--- config.mk ---
export PLATFORM = sky130hd
export DESIGN_NAME = resize_sequencer
export DESIGN_NICKNAME = d
export VERILOG_FILES = /design/src/rtl/resize_pkg.sv /design/src/rtl/resize_disp_addr.sv /design/src/rtl/resize_sequencer.sv
export SDC_FILE = /design/constraint.sdc
export NUM_CORES = 1
export LEC_CHECK = 0
export CORE_ASPECT_RATIO = 1.25
export CORE_UTILIZATION = 47
export CTS_CLUSTER_DIAMETER = 30
export CTS_CLUSTER_SIZE = 14
export DETAILED_ROUTE_END_ITERATION = 10
export HOLD_SLACK_MARGIN = 0.15
export PLACE_DENSITY = 0.82
export SETUP_SLACK_MARGIN = 0.15
export SKIP_CTS_REPAIR_TIMING = 1
export SYNTH_ARGS = -nofsm -noshare
export SYNTH_HDL_FRONTEND = slang
export SYNTH_HIERARCHICAL = 1
export SYNTH_SLANG_ARGS = --single-unit
--- constraint.sdc ---
create_clock -name clk -period 8.3 [get_ports clk]
set_input_delay 0.83 -clock clk [delete_from_list [all_inputs] [get_ports clk]]
set_output_delay 0.83 -clock clk [all_outputs]
set_load 0.01 [all_outputs]
--- src/rtl/resize_pkg.sv ---
// Shared types for the resize sequencer: FSM states, display source selection
// and the engine mode numbering used by the image coprocessor.
package resize_pkg;

  typedef enum logic [2:0] {
    S_IDLE   = 3'd0,
    S_CHECK  = 3'd1,
    S_LAUNCH = 3'd2,
    S_RUN    = 3'd3,
    S_DONE   = 3'd4,
    S_ERROR  = 3'd5
  } state_t;

  typedef enum logic [1:0] {
    SHOW_NONE     = 2'd0,
    SHOW_ORIGINAL = 2'd1,
    SHOW_RESULT   = 2'd2
  } show_t;

  localparam int REPLICACAO      = 0;
  localparam int DECIMACAO       = 1;
  localparam int VIZINHO_PROXIMO = 2;
  localparam int MEDIA_BLOCOS    = 3;

endpackage

--- src/rtl/resize_disp_addr.sv ---
// Display-side addressing: maps the next VGA pixel into the centred image window,
// produces ROM/RAM read addresses and the registered display source select.
module resize_disp_addr
  import resize_pkg::*;
#(
  parameter int SRC_W  = 160,
  parameter int ROM_AW = 15,
  parameter int RAM_AW = 19
) (
  input  logic              clk,
  input  logic              reset,
  input  logic [9:0]        pix_x,
  input  logic [9:0]        pix_y,
  input  logic [9:0]        x_off,
  input  logic [9:0]        y_off,
  input  logic [9:0]        img_w,
  input  logic [9:0]        img_h,
  input  show_t             show,
  output logic [ROM_AW-1:0] rom_addr,
  output logic [RAM_AW-1:0] ram_addr,
  output logic [1:0]        disp_sel
);

  logic [9:0]        dx_s;
  logic [9:0]        dy_s;
  logic [10:0]       x_end_s;
  logic [10:0]       y_end_s;
  logic              in_bounds_s;
  logic [RAM_AW-1:0] ram_lin_s;
  logic [RAM_AW-1:0] rom_lin_s;
  logic [1:0]        disp_sel_r;

  // window-relative coordinates, bounds test and linear addresses
  always_comb begin
    dx_s        = pix_x - x_off;
    dy_s        = pix_y - y_off;
    x_end_s     = {1'b0, x_off} + {1'b0, img_w};
    y_end_s     = {1'b0, y_off} + {1'b0, img_h};
    in_bounds_s = (pix_x >= x_off) && ({1'b0, pix_x} < x_end_s) &&
                  (pix_y >= y_off) && ({1'b0, pix_y} < y_end_s);
    ram_lin_s   = RAM_AW'(dy_s) * RAM_AW'(img_w) + RAM_AW'(dx_s);
    rom_lin_s   = RAM_AW'(dy_s) * RAM_AW'(SRC_W) + RAM_AW'(dx_s);
  end

  assign ram_addr = ram_lin_s;
  assign rom_addr = ROM_AW'(rom_lin_s);

  // one-cycle delay so the select lines up with the memory read data
  always_ff @(posedge clk or negedge reset) begin
    if (!reset) begin
      disp_sel_r <= 2'b00;
    end else if (in_bounds_s) begin
      disp_sel_r <= {show == SHOW_RESULT, show == SHOW_ORIGINAL};
    end else begin
      disp_sel_r <= 2'b00;
    end
  end

  assign disp_sel = disp_sel_r;

endmodule

--- src/rtl/resize_sequencer.sv ---
// Control core of the image coprocessor: validates a resize command, launches one
// engine, lends it the memory ports under a watchdog, and centres the displayed image.
module resize_sequencer
  import resize_pkg::*;
#(
  parameter int SRC_W       = 160,
  parameter int SRC_H       = 120,
  parameter int FRAME_W     = 640,
  parameter int FRAME_H     = 480,
  parameter int PIX_W       = 8,
  parameter int NUM_ALGOS   = 4,
  parameter logic [NUM_ALGOS-1:0] ZOOM_IN_MASK = NUM_ALGOS'(4'b0101),
  parameter int MAX_LOG2    = 3,
  parameter int ROM_AW      = 15,
  parameter int RAM_AW      = 19,
  parameter int TIMEOUT_CYC = 2**21,
  parameter int MW          = (NUM_ALGOS > 1) ? $clog2(NUM_ALGOS) : 1
) (
  input  logic                        clk,
  input  logic                        reset,
  input  logic                        start_n,
  input  logic                        abort,
  input  logic [MW-1:0]               mode,
  input  logic [1:0]                  zoom,
  output logic [NUM_ALGOS-1:0]        eng_start,
  input  logic [NUM_ALGOS-1:0]        eng_done,
  input  logic [NUM_ALGOS*ROM_AW-1:0] eng_rom_addr,
  input  logic [NUM_ALGOS*RAM_AW-1:0] eng_wr_addr,
  input  logic [NUM_ALGOS*PIX_W-1:0]  eng_wr_data,
  input  logic [NUM_ALGOS-1:0]        eng_wren,
  input  logic [9:0]                  pix_x,
  input  logic [9:0]                  pix_y,
  output logic [ROM_AW-1:0]           rom_addr,
  output logic [RAM_AW-1:0]           ram_addr,
  output logic [PIX_W-1:0]            ram_data,
  output logic                        ram_wren,
  output logic [1:0]                  disp_sel,
  output logic                        busy,
  output logic                        ready,
  output logic                        error
);

  localparam int         WD_W       = $clog2(TIMEOUT_CYC + 1);
  localparam logic [WD_W-1:0] WD_LAST = WD_W'(TIMEOUT_CYC - 1);
  localparam logic [9:0] SRC_W_D    = 10'(SRC_W);
  localparam logic [9:0] SRC_H_D    = 10'(SRC_H);
  localparam logic [9:0] ORIG_X_OFF = 10'((FRAME_W - SRC_W) / 2);
  localparam logic [9:0] ORIG_Y_OFF = 10'((FRAME_H - SRC_H) / 2);

  state_t                state_r;
  show_t                 show_r;
  logic                  start_n_r;
  logic [MW-1:0]         mode_r;
  logic [1:0]            zoom_r;
  logic [9:0]            img_w_r, img_h_r, x_off_r, y_off_r;
  logic [WD_W-1:0]       wd_r;
  logic [NUM_ALGOS-1:0]  eng_start_r;
  logic                  busy_r, ready_r, error_r;

  logic                  start_fall_s;
  logic                  enlarge_s;
  logic                  valid_s;
  logic [31:0]           nw_s, nh_s, area_s;
  logic [ROM_AW-1:0]     disp_rom_s;
  logic [RAM_AW-1:0]     disp_ram_s;

  assign start_fall_s = start_n_r & ~start_n;

  // candidate dimensions and legality of the latched command
  always_comb begin
    enlarge_s = 1'b0;
    if (32'(mode_r) < 32'(NUM_ALGOS)) begin
      enlarge_s = ZOOM_IN_MASK[mode_r];
    end else begin
      enlarge_s = 1'b0;
    end
    if (enlarge_s) begin
      nw_s = 32'(SRC_W) << zoom_r;
      nh_s = 32'(SRC_H) << zoom_r;
    end else begin
      nw_s = 32'(SRC_W) >> zoom_r;
      nh_s = 32'(SRC_H) >> zoom_r;
    end
    area_s  = nw_s * nh_s;
    valid_s = (32'(zoom_r) <= 32'(MAX_LOG2)) && (32'(mode_r) < 32'(NUM_ALGOS)) &&
              (nw_s <= 32'(FRAME_W)) && (nh_s <= 32'(FRAME_H)) &&
              (nw_s != 32'd0) && (nh_s != 32'd0) && (area_s <= (32'd1 << RAM_AW));
  end

  // command FSM, watchdog and registered status outputs
  always_ff @(posedge clk or negedge reset) begin
    if (!reset) begin
      state_r     <= S_IDLE;
      start_n_r   <= 1'b1;
      mode_r      <= {MW{1'b0}};
      zoom_r      <= 2'd0;
      show_r      <= SHOW_ORIGINAL;
      img_w_r     <= SRC_W_D;
      img_h_r     <= SRC_H_D;
      x_off_r     <= ORIG_X_OFF;
      y_off_r     <= ORIG_Y_OFF;
      wd_r        <= {WD_W{1'b0}};
      eng_start_r <= {NUM_ALGOS{1'b0}};
      busy_r      <= 1'b0;
      ready_r     <= 1'b0;
      error_r     <= 1'b0;
    end else begin
      start_n_r   <= start_n;
      eng_start_r <= {NUM_ALGOS{1'b0}};
      ready_r     <= 1'b0;
      case (state_r)
        S_IDLE, S_ERROR: begin
          if (start_fall_s) begin
            state_r <= S_CHECK;
            mode_r  <= mode;
            zoom_r  <= zoom;
            show_r  <= SHOW_NONE;
            busy_r  <= 1'b1;
            error_r <= 1'b0;
          end else begin
            state_r <= state_r;
          end
        end
        S_CHECK: begin
          if (valid_s) begin
            state_r     <= S_LAUNCH;
            img_w_r     <= 10'(nw_s);
            img_h_r     <= 10'(nh_s);
            x_off_r     <= 10'((32'(FRAME_W) - nw_s) >> 1);
            y_off_r     <= 10'((32'(FRAME_H) - nh_s) >> 1);
            eng_start_r <= NUM_ALGOS'(1) << mode_r;
          end else begin
            state_r <= S_ERROR;
            busy_r  <= 1'b0;
            error_r <= 1'b1;
          end
        end
        S_LAUNCH: begin
          state_r <= S_RUN;
          wd_r    <= {WD_W{1'b0}};
        end
        S_RUN: begin
          // abort wins over a done arriving in the same cycle
          if (abort) begin
            state_r <= S_IDLE;
            busy_r  <= 1'b0;
            show_r  <= SHOW_ORIGINAL;
            img_w_r <= SRC_W_D;
            img_h_r <= SRC_H_D;
            x_off_r <= ORIG_X_OFF;
            y_off_r <= ORIG_Y_OFF;
          end else if (eng_done[mode_r]) begin
            state_r <= S_DONE;
            busy_r  <= 1'b0;
            ready_r <= 1'b1;
            show_r  <= SHOW_RESULT;
          end else if (wd_r == WD_LAST) begin
            state_r <= S_ERROR;
            busy_r  <= 1'b0;
            error_r <= 1'b1;
            show_r  <= SHOW_NONE;
          end else begin
            wd_r <= wd_r + WD_W'(1);
          end
        end
        S_DONE: begin
          state_r <= S_IDLE;
        end
        default: begin
          state_r <= S_IDLE;
          busy_r  <= 1'b0;
        end
      endcase
    end
  end

  resize_disp_addr #(
    .SRC_W  (SRC_W),
    .ROM_AW (ROM_AW),
    .RAM_AW (RAM_AW)
  ) u_disp_addr (
    .clk      (clk),
    .reset    (reset),
    .pix_x    (pix_x),
    .pix_y    (pix_y),
    .x_off    (x_off_r),
    .y_off    (y_off_r),
    .img_w    (img_w_r),
    .img_h    (img_h_r),
    .show     (show_r),
    .rom_addr (disp_rom_s),
    .ram_addr (disp_ram_s),
    .disp_sel (disp_sel)
  );

  // memory port ownership: running engine passes straight through, display otherwise
  always_comb begin
    if (state_r == S_RUN) begin
      rom_addr = eng_rom_addr[int'(mode_r)*ROM_AW +: ROM_AW];
      ram_addr = eng_wr_addr[int'(mode_r)*RAM_AW +: RAM_AW];
      ram_data = eng_wr_data[int'(mode_r)*PIX_W +: PIX_W];
      ram_wren = eng_wren[mode_r];
    end else begin
      rom_addr = disp_rom_s;
      ram_addr = disp_ram_s;
      ram_data = {PIX_W{1'b0}};
      ram_wren = 1'b0;
    end
  end

  assign eng_start = eng_start_r;
  assign busy      = busy_r;
  assign ready     = ready_r;
  assign error     = error_r;

endmodule
# [Word level (Yosys, flattened, before mapping)]
# Index checks and enable logic that the tools add are counted.
[word_totals] elab_cells=145 register_bits=81 output_inout_bits=52 in_bits=204
[op_classes] n_reduce_logical=23 n_eq_ne=17 multipliers=5 mux=57 bitwise=3 n_addsub=9 order_cmp=8 n_shift=8
[op_table] operator="two-way mux 10 bit" count=8
[op_table] operator="one-hot mux 10 bit (2 select lines)" count=4
[op_table] operator="indexed part select 76 x 8 -> 19 bit" count=1
[op_table] operator="two-way mux 22 bit" count=3
[op_table] operator="two-way mux 32 bit" count=2
[op_table] operator="nonzero test 32 bit" count=2
[op_table] operator="indexed part select 60 x 7 -> 15 bit" count=1
[op_table] operator="one-hot mux 22 bit (2 select lines)" count=1
[op_table] operator="less-or-equal comparator 32 x 10 -> 1 bit, second input constant" count=1
[op_table] operator="less-or-equal comparator 32 x 20 -> 1 bit, second input constant" count=1
[op_table] operator="less-or-equal comparator 32 x 9 -> 1 bit, second input constant" count=1
[op_table] operator="multiplier 32 x 32 -> 32 bit" count=1
[op_table] operator="indexed part select 32 x 6 -> 8 bit" count=1
[op_table] operator="<< shifter 7 x 2 -> 32 bit, first input constant" count=1
[op_table] operator="<< shifter 8 x 2 -> 32 bit, first input constant" count=1
[op_table] operator="right shift 7 x 2 -> 32 bit, first input constant" count=1
[op_table] operator="right shift 8 x 2 -> 32 bit, first input constant" count=1
[op_table] operator="adder 10 x 10 -> 11 bit" count=2
[op_table] operator="adder 22 x 1 -> 22 bit, second input constant" count=1
[op_table] operator="equality test 22 x 21 -> 1 bit, second input constant" count=1
[op_table] operator="< comparator 10 x 11 -> 1 bit" count=2
[op_table] operator="greater-or-equal comparator 10 bit" count=2
[op_table] operator="subtractor 10 bit" count=2
[op_table] operator="adder 19 x 10 -> 19 bit" count=1
[op_table] operator="other kinds (39)" count=88

# [Longest topological paths before layout]
# Gate-level depths: netlist of the first run.
[logic_depth] word_depth=10 depth_mapped=31

# [Cells and area by module]
# The synthesis of the first run kept the hierarchy.
[modules_own_cells] mod="resize_sequencer" area_per_inst_um2=8016.4 instances=1 seq_area_each_um2=1871.8 cells_per_inst=833
[modules_own_cells] mod="resize_disp_addr" area_per_inst_um2=6203.4 instances=1 seq_area_each_um2=50.0 cells_per_inst=738

# [Worst setup path before layout of the first run]
# No wires, ideal clock.
[synth_timing] path_kind="input-to-output" start="in pix_y[0]" end="out ram_addr[18]" required_ps=7470 t_arrival_ps=6863 path_buffers=1 path_stages=30 setup_slack_ps=607 path_cell_list="inv_1 > ha_1 > fa_1 > nor2b_1 > o21ai_1 > a21oi_1 > o21ai_1 > nor2b_1 > xnor2_1 > clkbuf_1 > nand2_1 > fa_1 > inv_1 > fa_1 > inv_1 > fa_1 > fa_1 > fa_1 > inv_1 > ha_1 > o21a_1 > o21ai_1 > o21ba_1 > o21ai_2 > a21oi_2 > a311o_1 > o211ai_2 > xor2_1 > nand2_1 > nand2_1"
[synth_via] elab_chain_cells=4
[synth_rtl] item="from (decl)" line_no="resize_sequencer.sv:32" rtl="input logic [9:0] pix_y,"
[synth_rtl] item="subtractor 10 bit" line_no="resize_disp_addr.sv:36" rtl="dy_s = pix_y - y_off;"
[synth_rtl] item="multiplier 10 x 10 -> 19 bit" line_no="resize_disp_addr.sv:41" rtl="ram_lin_s = RAM_AW'(dy_s) * RAM_AW'(img_w) + RAM_AW'(dx_s);"
[synth_rtl] item="adder 19 x 10 -> 19 bit" line_no="resize_disp_addr.sv:41"
[synth_rtl] item="via disp_ram_s[18]" line_no="resize_sequencer.sv:65" rtl="logic [RAM_AW-1:0] disp_ram_s;"
[synth_rtl] item="two-way mux 19 bit" line_no="resize_sequencer.sv:198" rtl="if (state_r == S_RUN) begin"
[synth_rtl] item="to (decl)" line_no="resize_sequencer.sv:34" rtl="output logic [RAM_AW-1:0] ram_addr,"
# The timed path passes the listed nets, and every way through them passes these cells.

# [Final worst setup path of the first run]
# Ends and elaborated chain as after synthesis.

==> results of run 1 <==
-- Yosys cell counts, drive strengths merged (16+ instances only) --
cell,n
inv,246
ha,220
nand2,205
fa,128
nor2,89
and2,60
dfrtp,60
a21oi,58
mux4,44
xnor2,42
clkbuf,39
xor2,37
o21ai,35
mux2i,30
a21o,27
nor2b,25
nand2b,21
nand3,20
dfstp,16
-- state kept, by name (all words and copies together), names as in the netlist --
name	cells
wd_r	22
y_off_r	10
img_h_r	9
img_w_r	8
x_off_r	8
eng_start	4
state_r	3
mode_r	2
show_r	2
u_disp_addr/disp_sel	2
zoom_r	2
busy	1
error	1
ready	1
start_n_r	1
-- final cells by class --
class                           count  area [um^2]  area share (%)
Clock inverter                      5         61.3           0.335
Inverter                          247          927            5.07
Sequential cell                    76         1930            10.5
Tap cell                          396          495            2.71
Clock buffer                       11          233            1.27
Multi-Input combinational cell   1247        11500            62.7
Timing Repair Buffer              335         3170            17.3
Antenna cell                        1         2.50          0.0137
-- worst max path at each step --
stage | from | slack, ns | endpoint | cells past startpoint
floorplan | pix_y[0] | 0.61 | ram_addr[18] | 30
global placement | pix_y[0] | -0.51 | ram_addr[18] | 33
detailed placement | pix_y[0] | -0.66 | ram_addr[18] | 33
CTS | pix_y[0] | -0.66 | ram_addr[18] | 33
global route | pix_y[0] | 0.01 | ram_addr[18] | 33
finish | pix_y[0] | 0.30 | ram_addr[18] | 33
-- kinds of logic after synthesis --
group                    Yosys count
buffers and inverters            301
multiplexers                      82
AND/OR/NAND/NOR                  487
other                              2
flip-flops                        76
adder cells (fa/ha/maj)          348
AO/OA/AOI/OAI                    195
XOR/XNOR                          80
-- cells in the final DEF, fill, tap and decap left out, types with 4 or more instances in the layout --
cell               n
or3_1              6
nand4_1           11
inv_1            241
clkbuf_16          9
nand2_1          203
xnor2_1           39
nor2b_1           23
a21oi_2            6
xor2_1            36
mux2_2             6
dfstp_2           16
ha_1             215
dlymetal6s2s_1    10
or2_2              4
mux4_2            44
dfrtp_1           58
a21oi_1           52
o21ai_2            4
o211ai_1           6
a21o_1            27
a2111oi_0          4
conb_1            55
nor2_1            89
nor3_1            12
buf_4             81
nand2b_1          20
inv_2              5
and3_1            11
o21a_1             8
o21ai_0           20
clkdlybuf4s50_1  242
fa_1             126
mux2i_1           30
nand3_1           20
and2_1            59
o21ai_1           10
-- tightest hold or removal path, cell delays in order, from the launching register on --
cell     delay [ns]
dfstp_2        0.38
nand2_1        0.05
nand2_1        0.05
-- layer usage --
layer	GRT usage [%]	part of all wire, %	wire length, um
met5	0	0	0
met4	20.0	8.0	3290
met3	5.54	6.4	2610
met2	48.8	52	21000
met1	25.8	34	13900
-- metrics by stage --
stage | worst slack, ns | util [%] | area (um^2)
floorplan | 0.607 | - | 14400
global placement | -0.514 | 60.2 | 17800
detailed placement | -0.661 | 60.2 | 17800
CTS | -0.664 | 61.2 | 18100
global route | 0.0102 | 61.9 | 18300
finish | 0.297 | 61.9 | 18300
==> results.yml, run 1 <==
synth:
  synthFlopType: "dfrtp_1"
  synth_fa_ha_area_share_pct: 37.4
  synthCells: 1571
  synth_top_area_share_pct: 19.4
  synth-edff-count: 0
  yosysSeqAreaShare_pct: 13.5
  synth.distinct_cells: 91
  yosys.area_share.simple_pct: 16.4
  synth_mux_area_share_pct: 9.71
  synth_area_um2: 14200
  synth_warnings: 6
  synth_seq_cells: 76
  synth_top_family_by_area: "adder cells"
  syn_area_per_cell_um2: 9.05
  synth-xor-area-share_pct: 5.21
  synth.area.top_cells: "ha_1, fa_1, dfrtp_1, mux4_2, inv_1"
  async_reset_ff_share_pct: 100
  synth_compound_area_share_pct: 9.53
  synth_top_area_cell: "ha_1"
sta:
  fmax_mhz: 125
  tns_ns: 0
  slew_viol_final: 0
  hold_violations: 0
  rsz0062_at_grt: "no"
  setup_viol: 0
  worstMarginPinSlew_ns: 0.972
  finClkSkew_ns: 0.00809
  maxSlewHeadroom_pct: 35.2
  period_minus_slack_ns: 8.00
  holdWs_ns: 0.486
  fin_crit_sh_pct: 96.4
worst_setup_path:
  r2r_end: "img_w_r[9]$_DFFE_PN0P_"
  rr_worst_depth: 25
  worst-path-max-fanout: 6
  r2r-start: "mode_r[0]$_DFFE_PN0P_"
  required_ns: 7.47
  r2r_slack_ns: 0.68
  worstSetupPathType: "input pin to output pin"
  worst_setup_path_start_kind: "input pin"
  slowest_stage: "fa_1"
  cp_data_arrival_time_ns: 7.17
  end_kind: "output pin"
  critPathMaxStageDelay_ns: 0.55
  cp_num_buf_inv: 8
  critical-path-top-delay-family: "adder cells"
  cp_common_cell: "fa_1"
min_path:
  hp-class: "flop to flop"
  min_from: "show_r[0]$_DFFE_PN1P_"
  hold_path_end: "show_r[0]$_DFFE_PN1P_"
  min_path_cells: 2
route:
  drtIter0Drc: 670
  vias: 12502
  route.detailed.drc: 0
  avgViaCountPerCell: 5.39
  routed_wl_um: 40900
  ant_nets: 0
  wl_per_cell_um: 17.6
  first_pass_iters: 5
floorplan:
  die_y_um: 196
  die_w_um: 158
  row_count: 70
  initial_core_util_pct: 48.2
  num_io_pins: 256
  core_area_um2: 29500
  die_area_um2: 31000
clock_tree:
  clk_path_buf_depth: 2
  clock-root-buffer: "clkbuf_16"
  cts_sinks: 76
  clk_pin_slew_ns: 0.06
  clk_latency_ns: 0.34
  cts_buffers: 9
  tritoncts: "yes"
  htreeDepth: 3
global_route:
  grt_start_max_net_pins: 77
  grt_pass1_wl_um: 64400
  antenna_found_initial: 1
  grt_usage_pct: 26.6
  grt-ovfl-total: 0
  grt_pass1_vias: 13487
final_layout:
  drive_gt1_share_pct: 11.3
  fillers: 2374
  num-nets-final: 2468
  fin_cells: 2318
  syn2layout_area_growth_pct: 28.6
place:
  hpwl_um: 33800
  routabilityCongestion: 0.924
  post-place-cells: 2294
  port_buffers: 255
flow_run:
  maxCapViolations: 0
run_status:
  outcome: "completed"
Power of run 1 is left out: the tool's default activity adds up to more than one toggle a clock period on the data nets, which glitch-free logic cannot reach.
==> run 2: changes to the inputs <==
--- a/config.mk
+++ b/config.mk
@@ -7,6 +7,7 @@
 export LEC_CHECK = 0
 export CORE_ASPECT_RATIO = 1.25
 export CORE_UTILIZATION = 47
+export CTS_BUF_LIST = sky130_fd_sc_hd__clkbuf_8 sky130_fd_sc_hd__clkbuf_16
 export CTS_CLUSTER_DIAMETER = 30
 export CTS_CLUSTER_SIZE = 14
 export DETAILED_ROUTE_END_ITERATION = 10
==> results.yml, run 2 (same netlist as run 1, synthesis figures left out) <==
flow_run:
  maxCapViolations: 0
worst_setup_path:
  slowest_stage: "fa_1"
  worst-path-max-fanout: 6
  cp_common_cell: "fa_1"
  worst_setup_path_start_kind: "input pin"
  worstSetupPathType: "input pin to output pin"
  cp_data_arrival_time_ns: 7.17
  end_kind: "output pin"
  critPathMaxStageDelay_ns: 0.55
  required_ns: 7.47
final_layout:
  num-nets-final: 2468
  syn2layout_area_growth_pct: 28.6
  top_register: "wd_r"
  postLayoutCoreUtil_pct: 61.9
  reg_top3: "wd_r: 22 flops, y_off_r: 10 flops, img_h_r: 9 flops"
  final_cell_mix: "inv_1, clkdlybuf4s50_1, ha_1"
  drive_gt1_share_pct: 11.3
  largest_reg_flops: 22
  fillers: 2374
  layout_commonest_cell: "inv_1"
route:
  drtIter0Drc: 670
  route.detailed.drc: 0
  avgViaCountPerCell: 5.40
  vias: 12509
  ant_nets: 0
  routed_wl_um: 40900
  first_pass_iters: 5
  wl_per_cell_um: 17.6
clock_tree:
  clk_path_buf_depth: 2
  cts_sinks: 76
  tritoncts: "yes"
  clk_latency_ns: 0.34
  htreeDepth: 3
  cts_buffers: 9
  clock-root-buffer: "clkbuf_16"
  clk_pin_slew_ns: 0.06
floorplan:
  die_w_um: 158
  die_area_um2: 31000
  initial_core_util_pct: 48.2
  row_count: 70
  die_y_um: 196
  core_area_um2: 29500
  num_io_pins: 256
place:
  hpwl_um: 33800
  routabilityCongestion: 0.924
  port_buffers: 255
global_route:
  antenna_found_initial: 1
  grt_pass1_vias: 13487
  grt_usage_pct: 26.6
  grt_start_max_net_pins: 77
  grt-ovfl-total: 0
  grt_pass1_wl_um: 64400
sta:
  finClkSkew_ns: 0.00814
  slew_viol_final: 0
  maxSlewHeadroom_pct: 35.2
  fin_crit_sh_pct: 96.4
  rsz0062_at_grt: "no"
  fmax_mhz: 125
  worstMarginPinSlew_ns: 0.972
  period_minus_slack_ns: 8.00
  hold_violations: 0
  setup_viol: 0
min_path:
  hp-class: "flop to flop"
run_status:
  outcome: "completed"
[run 2: worst max-delay path: cells and delay by family]
family / cells / cell delay, ns
simple gates: 5 / 0.48
xor+xnor: 2 / 0.34
fa+ha+maj: 8 / 3.36
buf+inv: 8 / 0.71
compound gates: 10 / 1.46
[run 2: cell type report]
class	instances	area, um^2	share of cell area [%]
antenna	1	2.50	0.0137
tap	396	495	2.71
clock buffer	9	225	1.23
multi-input combinational	1247	11500	62.7
inverter	247	927	5.07
clock inverter	7	68.8	0.376
sequential	76	1930	10.5
timing repair buffer	335	3170	17.3
[run 2: worst paths after layout]
check	startpoint	end	slack (ns)	depth (start not counted)
max	pix_y[0]	ram_addr[18]	0.30	33
max reg2reg	mode_r[0]$_DFFE_PN0P_	img_w_r[9]$_DFFE_PN0P_	0.67	25
min reg2reg	show_r[0]$_DFFE_PN1P_	show_r[0]$_DFFE_PN1P_	0.49	2
max in group asynchronous	reset	mode_r[0]$_DFFE_PN0P_	6.96	1
min in group asynchronous	reset	eng_start[3]$_DFF_PN0_	0.61	1
min	show_r[0]$_DFFE_PN1P_	show_r[0]$_DFFE_PN1P_	0.49	2
[run 2: through the flow]
| step | setup TNS [ns] | hold slack, ns | cell area [um^2] | setup slack [ns] | std cells |
|---|---|---|---|---|---|
| 6_report | 0 | 0.486 | 18300 | 0.297 | 2318 |
| 5_1_grt | 0 | 0.509 | 18300 | 0.0102 | 2317 |
| 4_1_cts | -2.92 | 0.490 | 18100 | -0.664 | 2310 |
| 3_5_place_dp | -2.93 | 0.481 | 17800 | -0.661 | 2294 |
| 3_3_place_gp | -1.66 | 0.458 | 17800 | -0.514 | 2294 |
| 2_1_floorplan | 0 | 0.442 | 14400 | 0.607 | 1624 |
[run 2: per-layer routing]
layer / track usage, % / vias to the layer above / routed length [um]
met5: 0 / - / 0
met4: 20.0 / 0 / 3290
met3: 5.54 / 166 / 2600
met2: 48.8 / 429 / 21000
met1: 25.8 / 6052 / 13900
li1: - / 5862 / -
Power of run 2 is left out for the same reason.
